$ cat src/rtl/dmem_pkg.sv
// Shared types for the data-memory store buffer: FSM states and the queued store entry.
package dmem_pkg;

    localparam int unsigned SbAw = 32;
    localparam int unsigned SbDw = 32;

    typedef enum logic [1:0] {
        StIdle  = 2'b00,
        StWrite = 2'b01,
        StRead  = 2'b10,
        StRdone = 2'b11
    } sb_state_e;

    // Word address only; byte offset bits are dropped at enqueue.
    typedef struct packed {
        logic [SbAw-1:2] waddr;
        logic [SbDw-1:0] data;
    } sb_entry_t;

    function automatic logic [SbAw-1:0] word_addr(input logic [SbAw-1:2] waddr);
        return {waddr, 2'b00};
    endfunction

endpackage

$ cat src/rtl/dmem_sb_fifo.sv
// Circular store-entry queue with head/tail/count; exposes every slot and its valid bit.
module dmem_sb_fifo
    import dmem_pkg::*;
#(
    parameter int unsigned DEPTH = 4,
    localparam int unsigned PtrW = $clog2(DEPTH),
    localparam int unsigned CntW = $clog2(DEPTH + 1)
) (
    input  logic            clk,
    input  logic            rst,
    input  logic            push,
    input  sb_entry_t       push_entry,
    input  logic            pop,
    output sb_entry_t       head_entry,
    output sb_entry_t       next_entry,
    output sb_entry_t       entries [DEPTH],
    output logic [DEPTH-1:0] valid,
    output logic [PtrW-1:0] head_ptr,
    output logic [CntW-1:0] count,
    output logic            full
);

    sb_entry_t       mem_q [DEPTH];
    logic [PtrW-1:0] head_q, tail_q;
    logic [CntW-1:0] count_q;
    logic [PtrW-1:0] off;
    logic            do_push, do_pop;

    assign full     = (count_q == CntW'(DEPTH));
    assign do_push  = push & ~full;
    assign do_pop   = pop & (count_q != '0);
    assign count    = count_q;
    assign head_ptr = head_q;

    assign head_entry = mem_q[head_q];
    assign next_entry = mem_q[head_q + PtrW'(1)];
    assign entries    = mem_q;

    // A slot is live when its distance from head is below the occupancy.
    always_comb begin
        off   = '0;
        valid = '0;
        for (int i = 0; i < int'(DEPTH); i++) begin
            off      = PtrW'(i) - head_q;
            valid[i] = (CntW'(off) < count_q);
        end
    end

    always_ff @(posedge clk) begin
        if (do_push) begin
            mem_q[tail_q] <= push_entry;
        end
    end

    always_ff @(posedge clk or negedge rst) begin
        if (!rst) begin
            head_q  <= '0;
            tail_q  <= '0;
            count_q <= '0;
        end else begin
            if (do_push) begin
                tail_q <= tail_q + PtrW'(1);
            end
            if (do_pop) begin
                head_q <= head_q + PtrW'(1);
            end
            if (do_push && !do_pop) begin
                count_q <= count_q + CntW'(1);
            end else if (do_pop && !do_push) begin
                count_q <= count_q - CntW'(1);
            end
        end
    end

endmodule

$ cat src/rtl/dmem_store_buffer.sv
// Posted-write store buffer between core data port and memory bus; loads drain-then-read.
// Optional load-to-store forwarding is enabled by defining DMEM_STORE_FWD_EN.
module dmem_store_buffer
    import dmem_pkg::*;
#(
    parameter int unsigned DEPTH = 4,
    parameter int unsigned DW    = SbDw,
    parameter int unsigned AW    = SbAw
) (
    input  logic          clk,
    input  logic          rst,
    input  logic          we_dm,
    input  logic          re_dm,
    input  logic [AW-1:0] alu_out,
    input  logic [DW-1:0] wd_dm,
    output logic [DW-1:0] rd_dm,
    output logic          stall,
    output logic          mem_req,
    output logic          mem_we,
    output logic [AW-1:0] mem_addr,
    output logic [DW-1:0] mem_wdata,
    input  logic          mem_ack,
    input  logic [DW-1:0] mem_rdata
);

    localparam int unsigned PtrW = $clog2(DEPTH);
    localparam int unsigned CntW = $clog2(DEPTH + 1);

    sb_state_e       state_q, state_d;
    logic            mem_req_d, mem_we_d;
    logic [AW-1:0]   mem_addr_d;
    logic [DW-1:0]   mem_wdata_d, rd_dm_q, rd_dm_d;
    logic            store, load, push, pop, full;
    logic [CntW-1:0] count;
    logic [PtrW-1:0] head_ptr;
    sb_entry_t       push_entry, head_entry, next_entry;
    sb_entry_t       fifo_entries [DEPTH];
    logic [DEPTH-1:0] fifo_valid;
    logic            fwd_hit;
    logic [DW-1:0]   fwd_data;
    logic            unused_bits;

    // A simultaneous store and load is taken as a store.
    assign store      = we_dm;
    assign load       = re_dm & ~we_dm;
    assign push       = store & ~full;
    assign push_entry = '{waddr: alu_out[AW-1:2], data: wd_dm};

    dmem_sb_fifo #(
        .DEPTH(DEPTH)
    ) u_fifo (
        .clk       (clk),
        .rst       (rst),
        .push      (push),
        .push_entry(push_entry),
        .pop       (pop),
        .head_entry(head_entry),
        .next_entry(next_entry),
        .entries   (fifo_entries),
        .valid     (fifo_valid),
        .head_ptr  (head_ptr),
        .count     (count),
        .full      (full)
    );

`ifdef DMEM_STORE_FWD_EN
    logic [PtrW-1:0] fwd_idx;

    // Walk oldest to youngest so the youngest matching store wins.
    always_comb begin
        fwd_hit  = 1'b0;
        fwd_data = '0;
        fwd_idx  = '0;
        if (load && (state_q == StIdle || state_q == StWrite)) begin
            for (int k = 0; k < int'(DEPTH); k++) begin
                fwd_idx = head_ptr + PtrW'(k);
                if (fifo_valid[fwd_idx] && (fifo_entries[fwd_idx].waddr == alu_out[AW-1:2])) begin
                    fwd_hit  = 1'b1;
                    fwd_data = fifo_entries[fwd_idx].data;
                end
            end
        end
    end

    assign unused_bits = ^alu_out[1:0];
`else
    assign fwd_hit  = 1'b0;
    assign fwd_data = '0;

    always_comb begin
        unused_bits = (^alu_out[1:0]) ^ (^fifo_valid) ^ (^head_ptr);
        for (int k = 0; k < int'(DEPTH); k++) begin
            unused_bits = unused_bits ^ (^fifo_entries[k]);
        end
    end
`endif

    assign rd_dm = fwd_hit ? fwd_data : rd_dm_q;

    always_comb begin
        stall = 1'b0;
        if (store) begin
            stall = full;
        end else if (load) begin
            stall = (state_q != StRdone) && !fwd_hit;
        end
    end

    always_comb begin
        state_d     = state_q;
        mem_req_d   = mem_req;
        mem_we_d    = mem_we;
        mem_addr_d  = mem_addr;
        mem_wdata_d = mem_wdata;
        rd_dm_d     = rd_dm_q;
        pop         = 1'b0;
        unique case (state_q)
            StIdle: begin
                if (count != '0) begin
                    state_d     = StWrite;
                    mem_req_d   = 1'b1;
                    mem_we_d    = 1'b1;
                    mem_addr_d  = word_addr(head_entry.waddr);
                    mem_wdata_d = head_entry.data;
                end else if (push) begin
                    // Empty queue: put the arriving store on the bus next cycle.
                    state_d     = StWrite;
                    mem_req_d   = 1'b1;
                    mem_we_d    = 1'b1;
                    mem_addr_d  = word_addr(push_entry.waddr);
                    mem_wdata_d = push_entry.data;
                end else if (load && !fwd_hit) begin
                    state_d    = StRead;
                    mem_req_d  = 1'b1;
                    mem_we_d   = 1'b0;
                    mem_addr_d = {alu_out[AW-1:2], 2'b00};
                end
            end
            StWrite: begin
                if (mem_ack) begin
                    pop = 1'b1;
                    if (count > CntW'(1)) begin
                        mem_addr_d  = word_addr(next_entry.waddr);
                        mem_wdata_d = next_entry.data;
                    end else if (push) begin
                        mem_addr_d  = word_addr(push_entry.waddr);
                        mem_wdata_d = push_entry.data;
                    end else begin
                        state_d   = StIdle;
                        mem_req_d = 1'b0;
                    end
                end
            end
            StRead: begin
                if (mem_ack) begin
                    rd_dm_d   = mem_rdata;
                    mem_req_d = 1'b0;
                    state_d   = StRdone;
                end
            end
            StRdone: begin
                state_d = StIdle;
            end
            default: begin
                state_d   = StIdle;
                mem_req_d = 1'b0;
            end
        endcase
    end

    always_ff @(posedge clk or negedge rst) begin
        if (!rst) begin
            state_q   <= StIdle;
            mem_req   <= 1'b0;
            mem_we    <= 1'b0;
            mem_addr  <= '0;
            mem_wdata <= '0;
            rd_dm_q   <= '0;
        end else begin
            state_q   <= state_d;
            mem_req   <= mem_req_d;
            mem_we    <= mem_we_d;
            mem_addr  <= mem_addr_d;
            mem_wdata <= mem_wdata_d;
            rd_dm_q   <= rd_dm_d;
        end
    end

endmodule

$ cat config.mk
export PLATFORM = sky130hd
export DESIGN_NAME = dmem_store_buffer
export DESIGN_NICKNAME = d
export VERILOG_FILES = /design/src/rtl/dmem_pkg.sv /design/src/rtl/dmem_sb_fifo.sv /design/src/rtl/dmem_store_buffer.sv
export SDC_FILE = /design/constraint.sdc
export NUM_CORES = 1
export LEC_CHECK = 0
export CORE_UTILIZATION = 30
export DETAILED_ROUTE_END_ITERATION = 8
export PLACE_DENSITY_LB_ADDON = 0.05
export SYNTH_ARGS = -nofsm -noshare
export SYNTH_HDL_FRONTEND = slang
export SYNTH_SLANG_ARGS = --single-unit
$ cat constraint.sdc
create_clock -name clk -period 7.1 [get_ports clk]
set_input_delay 1.065 -clock clk [delete_from_list [all_inputs] [get_ports clk]]
set_output_delay 1.065 -clock clk [all_outputs]
set_load 0.02 [all_outputs]
==> results of run 1 <==
## through the flow
stage	hold slack, ns	power [mW]	cells
finish	0.466	9.89	1835
floorplan	0.530	6.39	922
detailed placement	0.464	7.97	1752
global route	0.490	10.5	1835
global placement	0.463	7.93	1752
CTS	0.477	10.1	1834
## synth_stat cells (all sizes together)
| master | n | area [um2] |
|---|---|---|
| nand4b | 1 | 8.76 |
| buf | 46 | 330 |
| o31ai | 1 | 7.51 |
| or3 | 1 | 6.26 |
| nand4 | 3 | 18.8 |
| nand3 | 3 | 15.0 |
| and3 | 1 | 6.26 |
| o21bai | 2 | 18.8 |
| inv | 10 | 37.5 |
| o211ai | 3 | 22.5 |
| a221o | 60 | 601 |
| a21boi | 2 | 15.0 |
| and2 | 4 | 25.0 |
| nor3b | 29 | 218 |
| nand2b | 2 | 12.5 |
| o21ba | 1 | 10.0 |
| clkbuf | 34 | 128 |
| edfxtp | 248 | 7450 |
| a22o | 31 | 272 |
| ha | 13 | 163 |
| nor2 | 36 | 135 |
| xnor2 | 5 | 43.8 |
| dfrtp | 105 | 2630 |
| xor2 | 1 | 8.76 |
| o21ai | 5 | 25.0 |
| nand2 | 9 | 33.8 |
| nor2b | 2 | 12.5 |
| mux2i | 37 | 370 |
| conb | 1 | 3.75 |
| mux2 | 64 | 721 |
| a21oi | 3 | 15.0 |
| a32oi | 2 | 17.5 |
| a211oi | 32 | 240 |
| mux4 | 124 | 2870 |
## layout by cell type, fill, tap and decap left out, types with 4 or more instances in the layout
| cell | n |
|---|---|
| mux2i_1 | 37 |
| buf_4 | 18 |
| clkbuf_1 | 24 |
| nor2_1 | 36 |
| clkbuf_16 | 46 |
| mux4_2 | 103 |
| clkdlybuf4s50_1 | 193 |
| mux2_2 | 64 |
| a22o_1 | 31 |
| dfrtp_1 | 103 |
| nand2_1 | 9 |
| xnor2_1 | 5 |
| a211oi_1 | 31 |
| clkinv_2 | 6 |
| inv_1 | 10 |
| edfxtp_1 | 248 |
| nor3b_1 | 29 |
| and2_4 | 4 |
| mux4_1 | 21 |
| a221o_1 | 60 |
| ha_1 | 12 |
## cell families after synthesis
group,count (synthesis)
flops,353
mux,225
compound gates,142
simple gates,91
buf+inv,90
fa+ha+maj,13
xor+xnor,6
other cells,1
## critical path, cell delays in order, from the launching register on
cell	delay (ns)
dfrtp_1	0.47
inv_1	0.10
ha_1	0.26
a21boi_1	0.63
buf_4	0.26
nor2_1	0.06
clkdlybuf4s50_1	0.57
## flip-flops by register name (all words and copies together) (netlist names)
register / cells
u_fifo.tail_q: 2
mem_we: 1
u_fifo.entries: 248
state_q: 2
mem_wdata: 32
u_fifo.head_ptr: 2
u_fifo.count: 3
mem_req: 1
rd_dm: 32
mem_addr: 30
## power breakdown
part | leakage [nW] | internal [mW] | switching [mW]
logic | 3.02 | 2.25 | 2.28
registers | 3.57 | 2.86 | 0.408
clock network | 0.650 | 1.23 | 0.858
## layout make-up
| type | count | share of cell area, % |
|---|---|---|
| Multi-Input combinational cell | 479 | 29.3 |
| Clock buffer | 73 | 6.28 |
| Tap cell | 696 | 4.26 |
| Timing Repair Buffer | 214 | 10.3 |
| Sequential cell | 353 | 49.4 |
| Antenna cell | 1 | 0.0123 |
| Inverter | 10 | 0.184 |
| Clock inverter | 9 | 0.263 |
## routing by layer
metal | global-route usage [%] | wire length [um] | up-vias
met4 | 4.64 | 893 | 6
li1 | - | - | 4227
met2 | 26.5 | 21300 | 231
met3 | 2.98 | 1840 | 60
met5 | 0 | 38 | -
met1 | 21.1 | 19800 | 5062
## final timing paths
path / to / depth (start not counted)
worst min-delay path: mem_we / 2
worst min register to register: mem_we / 2
min in group asynchronous: mem_addr[25] / 2
worst max-delay path: stall / 6
worst max register to register: mem_wdata[31] / 10
max in group asynchronous: mem_wdata[6] / 2
==> impl_metrics.ini, run 1 <==
[status]
status = finished, final reports clean

[yosys]
yosys.area_share.simple_pct = 2.98
syn-cell-area_um2 = 16500
syn-instance-count = 921
yosysWarnings = 0
synth_cell_types = 41
synth_fa_ha_area_share_pct = 0.987
synth_top_family_by_area = multiplexers
ys_seq_area_share_pct = 61.1
synth_compound_area_share_pct = 7.54
avgSynthCellArea_um2 = 17.9
synth_mux_area_share_pct = 24.0
ys_ff_latch = 353
synth-xor-area-share_pct = 0.319

[timing]
hold_viol = 0
setup-tns-final_ns = 0
layout_min_cycle_time_ns = 3.97
fin_ws_ns = 3.13
slew_violations = 0
setup_violations = 0
rsz0062_at_grt = no
maxSlewHeadroom_pct = 34.8
fmax_ghz = 0.252
worstMarginPinSlew_ns = 0.978
fin_crit_sh_pct = 56.0
fin_skew_ns = 0.0197

[clocking]
path_clk_slew_ns = 0.05
cts_made_buffers = 44
holdBufCountCts = 0
cts.path.max_buffers = 3
cts_setup_buffers = 0
clock_latency_ns = 0.57
clock-sinks = 353
htree_num_levels = 2
cts_resized = 0
cts_tree = yes
cts_root_buf = clkbuf_16

[critical_path]
crit_arrival_ns = 2.91
worstSetupStartpointType = flop
r2r-start = state_q[1]
critical_path_required_ns = 6.03
reg2reg_slack_ns = 3.77
cp_max_fo = 9
crit_start = u_fifo.count[0]
worstSetupPathType = reg2out
end_kind = primary output

[worst_hold_path]
min_path_type = reg2reg
hp-start = mem_we

[final_layout]
drive_gt1_share_pct = 22.8
seq_area_um2 = 10100
multiInputGateArea_um2 = 5980
nets = 1216
area_growth_pct = 23.9
fillers = 5055
postLayoutCoreUtil_pct = 37.8
stdcell_area_um2 = 20400

[placement]
gp_congestion = 0.673
portBuffers = 195
dp_worst_setup_slack_ns = 3.24
dp_hpwl_um = 23400
dpl-instance-area_um2 = 19100

[grt]
grt_pass1_vias = 10301
antenna_found_initial = 4
grt_pass1_wl_um = 66800
grt_usage_pct = 15.9
grt_max_degree = 112
grt-ovfl-total = 0

[detailed_routing]
dr.pass1.iters = 5
drc = 0
drtAntennaViolNets = 0
wl_um = 43900
num_vias = 9586
post_drt_via_cell_ratio = 5.22
drt-initial-drc-count = 527
avgRoutedWirePerCell_um = 23.9

[pwr]
vdd_drop_max_mv = 0.318
powerDensity_nw_per_um2 = 484
leakage_nw = 7.23

[floorplan]
coreArea_um2 = 54000
rows = 85
fp.dieW_um = 236
ioPinCount = 200
die_y_um = 236
dieArea_um2 = 55900
start_util_pct = 30.5

[run]
cap_violations = 0
Power figures use the tool's default switching activity.
==> inputs of run 2 (changes only) <==
- clock period: 7.1 -> 4.15 ns (I/O delays scaled with it)
==> run 2 against run 1 <==
Against the previous run:
- sequential share of layout area is 0.27 points lower
- clock power is 68% higher
- die area stayed put
- sequential cell count stayed put
- first-iteration DRC count is 7.2% lower
- sequential power is 69% higher
- wire length is 0.16% higher
- utilization is 0.21 points higher
- non-clock buffer count is 10 higher
- largest power group unchanged
==> impl_metrics.ini, run 2 (synthesis results as in run 1) <==
[timing]
maxSlewHeadroom_pct = 41.3
hold_viol = 0
worstMarginPinSlew_ns = 0.880
fmax_ghz = 0.326
setup_violations = 0
setup-tns-final_ns = 0
fin_crit_sh_pct = 74.0
slew_violations = 0
fin_skew_ns = 0.0224
fin_hold_ws_ns = 0.173
layout_min_cycle_time_ns = 3.07
rsz0062_at_grt = no

[clocking]
cts.path.max_buffers = 3
clock-sinks = 353
path_clk_slew_ns = 0.06
cts_tree = yes
cts_setup_buffers = 0
holdBufCountCts = 0
htree_num_levels = 2
cts_made_buffers = 42
cts_root_buf = clkbuf_16
clock_latency_ns = 0.57
cts_resized = 0

[grt]
grt-ovfl-total = 0
grt_pass1_wl_um = 66400
antenna_found_initial = 5
grt_pass1_vias = 10304
grt_max_degree = 67
grt_usage_pct = 15.8

[placement]
gp_congestion = 0.682
portBuffers = 195
dp_hpwl_um = 25000

[final_layout]
nets = 1224
final_common_cell = edfxtp_1
final_cell_mix = edfxtp_1 (248), clkdlybuf4s50_1 (193), mux4_2 (103), dfrtp_1 (103), mux2_2 (64)
area_growth_pct = 24.6
seq_area_um2 = 10100
drive_gt1_share_pct = 23.5
multiInputGateArea_um2 = 5980
fillers = 5023
largest_register_ffs = 248

[detailed_routing]
dr.pass1.iters = 4
drc = 0
top_layer = met5
dr_wl_met2_um = 21000
dr_wl_met3_um = 2270
num_vias = 9646
wl_um = 43900
drtAntennaViolNets = 0
post_drt_via_cell_ratio = 5.24
wl_met1_um = 19500
avgRoutedWirePerCell_um = 23.9
drt-initial-drc-count = 489

[pwr]
leakage_nw = 7.29
p_clk_share_pct = 20.7
p_sw_mw = 6.12
finalPower_mw = 17.0
vdd_drop_max_mv = 0.555
seqPwrFrac_pct = 32.6
p_comb_share_pct = 46.7
p_int_mw = 10.9
swShare_pct = 36.0
powerDensity_nw_per_um2 = 828

[critical_path]
critical_path_required_ns = 3.53
worstSetupStartpointType = flop
cp_max_fo = 6
crit_arrival_ns = 2.45
end_kind = primary output
worstSetupPathType = reg2out

[floorplan]
die_y_um = 236
rows = 85
start_util_pct = 30.5
coreArea_um2 = 54000
dieArea_um2 = 55900
ioPinCount = 200
fp.dieW_um = 236

[status]
status = finished, final reports clean

[run]
cap_violations = 0

[worst_hold_path]
min_path_type = in2async
-- run 2: final timing paths --
kind	slack [ns]	cells past startpoint	to	start
hold / removal	0.17	1	rd_dm[7]	rst
hold reg to reg	0.48	2	mem_we	mem_we
setup / recovery	1.08	5	stall	u_fifo.count[0]
setup reg to reg	1.44	6	u_fifo.entries[65]	u_fifo.count[0]
min in group clk	0.48	2	mem_we	mem_we
max in group asynchronous	3.13	2	mem_wdata[12]	rst
-- run 2: power groups by stage --
stage / logic (mW) / clock network (mW) / registers, mW
floorplan: 5.01 / 0 / 5.93
global placement: 8.11 / 0 / 5.60
detailed placement: 8.15 / 0 / 5.62
CTS: 8.16 / 3.65 / 5.56
global route: 8.62 / 3.76 / 5.69
finish: 7.94 / 3.51 / 5.54
-- run 2: critical path: stages, from the launching register on --
cell             delay, ns
dfrtp_1               0.46
inv_1                 0.09
ha_1                  0.26
a21boi_1              0.38
nor2_1                0.10
clkdlybuf4s50_1       0.58
-- run 2: area by class of cell --
class                      instances  area share [%]
tap                              696            4.24
inverter                          10           0.183
clock buffer                      55            5.40
sequential                       353            49.1
timing repair buffer             224            11.1
antenna                            1          0.0122
multi-input combinational        479            29.1
clock inverter                    23           0.871
-- run 2: routing by layer --
metal	vias up	global-route usage (%)
li1	4233	-
met1	5088	21.1
met2	244	25.8
met3	73	3.07
met4	8	5.33
met5	-	0
-- run 2: metrics by stage --
stage	area (um2)	util, %	std cells	worst slack, ns
2_1_floorplan	16500	-	922	1.02
3_3_place_gp	19200	35.6	1762	1.29
3_5_place_dp	19200	35.6	1762	1.31
4_1_cts	20500	38.0	1840	0.995
5_1_grt	20500	38.0	1841	0.856
6_report	20500	38.0	1841	1.08
